**src/rtl/int_entry_seq.sv**
```systemverilog
// Interrupt entry / RETI sequencer: saves the PC, fetches the vector byte-wise
// over Wishbone, and redirects the core.
`timescale 1ns/1ps
module int_entry_seq #(
  parameter logic [23:0] SAVE_BASE = 24'h00FF00,
  parameter int          NEST_MAX  = 4
) (
  input  logic        clk,
  input  logic        rst,
  input  logic        int_req,
  input  logic [23:0] ivec_addr,
  input  logic        insn_boundary,
  input  logic [23:0] cur_pc,
  input  logic        reti_req,
  input  logic        ei,
  input  logic        di,
  output logic        core_hold,
  output logic        redirect_valid,
  output logic [23:0] redirect_pc,
  output logic        in_isr,
  output logic        ret_err,
  output logic [23:0] WB_ADRo,
  output logic [7:0]  WB_DATo,
  input  logic [7:0]  WB_DATi,
  output logic        WB_WEo,
  output logic        WB_CYCo,
  output logic        WB_STBo,
  input  logic        WB_ACKi
);

  localparam logic [3:0] NMAX = 4'(NEST_MAX);

  typedef enum logic [3:0] {
    IDLE, SAVE0, SAVE1, SAVE2,
    VEC0, VEC1, VEC2, REDIR,
    RET0, RET1, RET2, RREDIR
  } state_t;

  state_t      state, state_nx;
  logic [3:0]  depth;
  logic        gie;
  logic [23:0] pc_q;
  logic [23:0] vec_q;
  logic [23:0] frame;
  logic        take_ret;
  logic        take_int;
  logic        ret_bad;
  logic        cyc;
  logic        we;
  logic [23:0] adr;
  logic [7:0]  dat;

  assign frame = SAVE_BASE + 24'({depth, 2'b00});

  always_comb begin
    take_ret = 1'b0;
    ret_bad  = 1'b0;
    take_int = 1'b0;
    if (state == IDLE && insn_boundary) begin
      if (reti_req) begin
        take_ret = (depth != 4'd0);
        ret_bad  = (depth == 4'd0);
      end else begin
        take_int = int_req && gie && (depth < NMAX);
      end
    end
  end

  always_comb begin
    state_nx = state;
    cyc      = 1'b0;
    we       = 1'b0;
    adr      = 24'd0;
    dat      = 8'd0;
    unique case (state)
      IDLE: begin
        if (take_ret)      state_nx = RET0;
        else if (take_int) state_nx = SAVE0;
      end
      SAVE0: begin
        cyc = 1'b1;
        we  = 1'b1;
        adr = frame;
        dat = pc_q[7:0];
        if (WB_ACKi) state_nx = SAVE1;
      end
      SAVE1: begin
        cyc = 1'b1;
        we  = 1'b1;
        adr = frame + 24'd1;
        dat = pc_q[15:8];
        if (WB_ACKi) state_nx = SAVE2;
      end
      SAVE2: begin
        cyc = 1'b1;
        we  = 1'b1;
        adr = frame + 24'd2;
        dat = pc_q[23:16];
        if (WB_ACKi) state_nx = VEC0;
      end
      VEC0: begin
        cyc = 1'b1;
        adr = vec_q;
        if (WB_ACKi) state_nx = VEC1;
      end
      VEC1: begin
        cyc = 1'b1;
        adr = vec_q + 24'd1;
        if (WB_ACKi) state_nx = VEC2;
      end
      VEC2: begin
        cyc = 1'b1;
        adr = vec_q + 24'd2;
        if (WB_ACKi) state_nx = REDIR;
      end
      REDIR: state_nx = IDLE;
      // depth is already decremented here, so frame points at the saved PC
      RET0: begin
        cyc = 1'b1;
        adr = frame;
        if (WB_ACKi) state_nx = RET1;
      end
      RET1: begin
        cyc = 1'b1;
        adr = frame + 24'd1;
        if (WB_ACKi) state_nx = RET2;
      end
      RET2: begin
        cyc = 1'b1;
        adr = frame + 24'd2;
        if (WB_ACKi) state_nx = RREDIR;
      end
      RREDIR: state_nx = IDLE;
      default: state_nx = IDLE;
    endcase
  end

  always_ff @(posedge clk) begin
    if (rst) begin
      state       <= IDLE;
      depth       <= 4'd0;
      gie         <= 1'b0;
      pc_q        <= 24'd0;
      vec_q       <= 24'd0;
      redirect_pc <= 24'd0;
      ret_err     <= 1'b0;
    end else begin
      state   <= state_nx;
      ret_err <= ret_bad;
      if (take_int) begin
        pc_q  <= cur_pc;
        vec_q <= ivec_addr;
      end
      if (take_int)            gie <= 1'b0;
      else if (state == RREDIR) gie <= 1'b1;
      else if (ei && !di)      gie <= 1'b1;
      else if (di && !ei)      gie <= 1'b0;
      if (take_ret)
        depth <= depth - 4'd1;
      else if (state == REDIR && depth < NMAX)
        depth <= depth + 4'd1;
      if (WB_ACKi) begin
        unique case (state)
          VEC0, RET0: redirect_pc[7:0]   <= WB_DATi;
          VEC1, RET1: redirect_pc[15:8]  <= WB_DATi;
          VEC2, RET2: redirect_pc[23:16] <= WB_DATi;
          default: ;
        endcase
      end
    end
  end

  assign core_hold      = (state != IDLE);
  assign redirect_valid = (state == REDIR) || (state == RREDIR);
  assign in_isr         = (depth != 4'd0);
  assign WB_CYCo        = cyc;
  assign WB_STBo        = cyc;
  assign WB_WEo         = we;
  assign WB_ADRo        = adr;
  assign WB_DATo        = dat;

endmodule

```
**config.mk**
```make
export PLATFORM = sky130hd
export DESIGN_NAME = int_entry_seq
export DESIGN_NICKNAME = d
export VERILOG_FILES = /design/src/rtl/int_entry_seq.sv
export SDC_FILE = /design/constraint.sdc
export NUM_CORES = 1
export LEC_CHECK = 0
export CAP_MARGIN = 5
export CELL_PAD_IN_SITES_DETAIL_PLACEMENT = 1
export CELL_PAD_IN_SITES_GLOBAL_PLACEMENT = 1
export CORE_AREA = 2 2 133 109
export CTS_CLUSTER_DIAMETER = 100
export DETAILED_ROUTE_END_ITERATION = 7
export DIE_AREA = 0 0 135 111
export GPL_TIMING_DRIVEN = 0
export PLACE_DENSITY = 0.8
export SLEW_MARGIN = 0
export SYNTH_ARGS = -nofsm -noshare
export SYNTH_HDL_FRONTEND = slang
export SYNTH_SLANG_ARGS = --single-unit
```
**constraint.sdc**
```tcl
create_clock -name clk -period 3.4 [get_ports clk]
set_clock_uncertainty 0.2 [all_clocks]
set_input_delay 0.68 -clock clk [delete_from_list [all_inputs] [get_ports clk]]
set_output_delay 0.68 -clock clk [all_outputs]
set_load 0.05 [all_outputs]
```
==> results.yml <==
global_routing:
  grt_pass1_vias: 5320
  grt-ovfl-total: 0
  grt_pass1_wl_um: 28800
  grt.total_usage_pct: 24.7
  antenna_found_initial: 0
  grt_max_degree: 14
worst_setup_path:
  cp_top_family: "compound AO/OA/AOI/OAI gates"
  cp_slowest_stage_delay_ns: 0.54
  critPathBufInv: 3
  slowest_stage: "a2111oi_0"
  cp.required_ns: 2.52
  crit_arrival_ns: 2.48
  cp-startpoint: "vec_q[0]"
  start_kind: "register"
  critical_path_class: "reg -> out"
  worstPathMaxFanout: 9
  end_kind: "output port"
  r2r-start: "state[1]"
  crit_top_cell: "buf_2"
  path_cells: "ha_1 > buf_2 > inv_1 > a2111oi_0 > nand2b_1 > a22o_1 > buf_2"
worst_hold_path:
  hp-start: "pc_q[18]"
  hold_class: "reg -> reg"
floorplan:
  num_rows: 39
  core_area_um2: 13900
  dieHeight_um: 111
  die_x_um: 135
  die-area_um2: 15000
  start_util_pct: 34.0
  pin_count: 127
synthesis:
  synthArstFlopShare_pct: 0
  ys_ff_latch: 82
  syn-cell-area_um2: 4710
  yosysMostFrequentCell: "nand2_1"
  synth_area_leaders: "dfxtp_1 (35%), nand2_1 (9.9%), a21oi_1 (8.3%)"
  ys_seq_area_share_pct: 34.8
  netlist.area_leader.share_pct: 34.8
  syn_inst: 618
  yosysUniqueCellTypes: 68
  ys_top_cells_by_count: "nand2_1 (124), dfxtp_1 (82), a21oi_1 (78)"
  yosys.area.top_type: "dfxtp_1"
  syn_area_per_cell_um2: 7.62
  ys.flop_type: "dfxtp_1"
  synth_edf_count: 0
  synth_fp_nets: 687
  synth-warning-count: 0
drt:
  drtAntennaViolNets: 0
  routed_wl_um: 18600
  routed-via-count: 5246
  drc_errors: 0
  via_per_inst: 5.57
  wl_per_cell_um: 19.8
  dr.pass1.iters: 5
  drt_iter0_drc: 345
placed_design:
  dp_cells: 926
  numPortBuffers: 124
  placed_cell_area_um2: 6190
  place_hpwl_um: 14000
  gp_congestion: 0.901
power_and_ir_drop:
  p_leak_nw: 2.51
  p_per_area_nw_per_um2: 371
  vdd_drop_max_uv: 214
cells_and_area:
  finalNetCount: 822
  area_delta_synth_final_pct: 37.3
  final_area_um2: 6470
  num_antenna_cells: 0
  drive_gt1_share_pct: 13.7
  regArea_um2: 1650
  multiInputGateArea_um2: 2810
  final_cell_count_no_fill: 941
  fill_cells: 1733
cts:
  worst_skew_pair.late_latency_ns: 0.34
  hold_buffers: 0
  clkTransAtPathRegs_ns: 0.06
  cts_sinks: 82
  cts_made_buffers: 9
  cts_tree: "done"
  root_buffer: "clkbuf_16"
  cts_max_path_buffers: 2
  cts-htree-levels: 3
timing:
  finalCritPeriodShare_pct: 98.9
  min_period_ns: 3.36
  setup_viol: 0
  hold_viol_final: 0
  timing.hold.ws_ns: 0.256
  max_slew_margin_pct: 58.3
  max_freq_mhz: 297
  worst_pin_slew_ns: 0.623
  slew_violations: 0
flow_run:
  drv_cap: 0
outcome:
  status: "finished clean"
[worst reg2reg max path, stage by stage, from the launching register on]
cell and delay [ns]:
dfxtp_1 0.38, nor4_4 0.55, inv_2 0.13, or3_4 0.45, clkinv_2 0.09, ha_1 0.22, a21o_1 0.18, a21oi_1 0.22
nor3_1 0.08, o31a_2 0.32
[sequential cells by signal, summed over array words and instances (netlist names)]
name	flops
state	4
depth	4
vec_q	24
pc_q	24
redirect_pc	24
ret_err	1
gie	1
[per-stage QoR]
step	setup WS [ns]	total power (W)	setup TNS (ns)	utilization, %
floorplan	0.187	0.00125	0	-
global placement	-0.464	0.00145	-3.69	44.7
detailed placement	-0.568	0.00146	-4.63	44.7
CTS	-0.0954	0.00241	-0.0985	47.0
global route	-0.128	0.00246	-0.164	46.7
finish	0.0373	0.00240	0	46.7
[power by group]
group          internal [W]  total (W)  switching, W
Combinational      0.000163   0.000448      0.000285
Sequential         0.000970   0.000983     0.0000133
Clock              0.000553   0.000965      0.000412
Total               0.00169    0.00240      0.000711
[routing by layer]
metal / vias to the layer above / share of wire [%] / global-route usage (%)
met5: - / 0 / 0
met3: 35 / 6.4 / 4.85
met2: 214 / 46 / 39.7
met1: 2535 / 46 / 33.6
li1: 2462 / - / -
met4: 0 / 2.1 / 7.08
[cells by family (layout without fill, tap and decap cells)]
logic type      Yosys count  in the layout  synth area share [%]
simple gates            264            264                  26.7
compound gates          162            162                  22.2
flops                    82             82                  34.8
buf+inv                  66            205                  6.61
mux                      34             34                  7.22
fa+ha+maj                 6              6                  1.70
xor+xnor                  4              4                 0.744
[final timing paths]
path	slack, ns	end	cells past startpoint
min	0.26	pc_q[18]	2
max reg2reg	0.49	depth[3]	9
min reg2reg	0.26	pc_q[18]	2
max	0.04	WB_ADRo[4]	7
[cell usage in the layout, fill, tap and decap left out, drive strengths merged, types with 5 or more instances in the layout]
| master | Yosys | final |
|---|---|---|
| a21oi | 78 | 78 |
| clkbuf | 23 | 46 |
| inv | 16 | 17 |
| dfxtp | 82 | 82 |
| clkdlybuf4s15 | 0 | 9 |
| and4 | 6 | 6 |
| nor3 | 9 | 9 |
| nand2 | 124 | 124 |
| o21ai | 15 | 15 |
| buf | 26 | 36 |
| and2 | 6 | 6 |
| nand4 | 9 | 9 |
| a21o | 8 | 8 |
| dlygate4sd2 | 0 | 5 |
| nor4 | 7 | 7 |
| mux2i | 34 | 34 |
| nor2 | 58 | 58 |
| o211ai | 7 | 7 |
| nand3 | 19 | 19 |
| a31oi | 5 | 5 |
| clkdlybuf4s50 | 0 | 89 |
[layout make-up]
class                           instances  share of cell area, %
Buffer                                 46                   3.89
Clock buffer                           12                   4.12
Clock inverter                          3                  0.329
Inverter                               17                   1.01
Multi-Input combinational cell        470                   43.5
Sequential cell                        82                   25.5
Tap cell                              184                   3.56
Timing Repair Buffer                  127                   18.1
[timing repair]
action | in CTS | in global routing
buffers inserted | 2 | 1
endpoints found under the setup margin | 35 | 33
resized for setup | 99 | 49
hold endpoints to repair | 0 | 0
pin swaps | 2 | 1
Power figures use the tool's default switching activity.
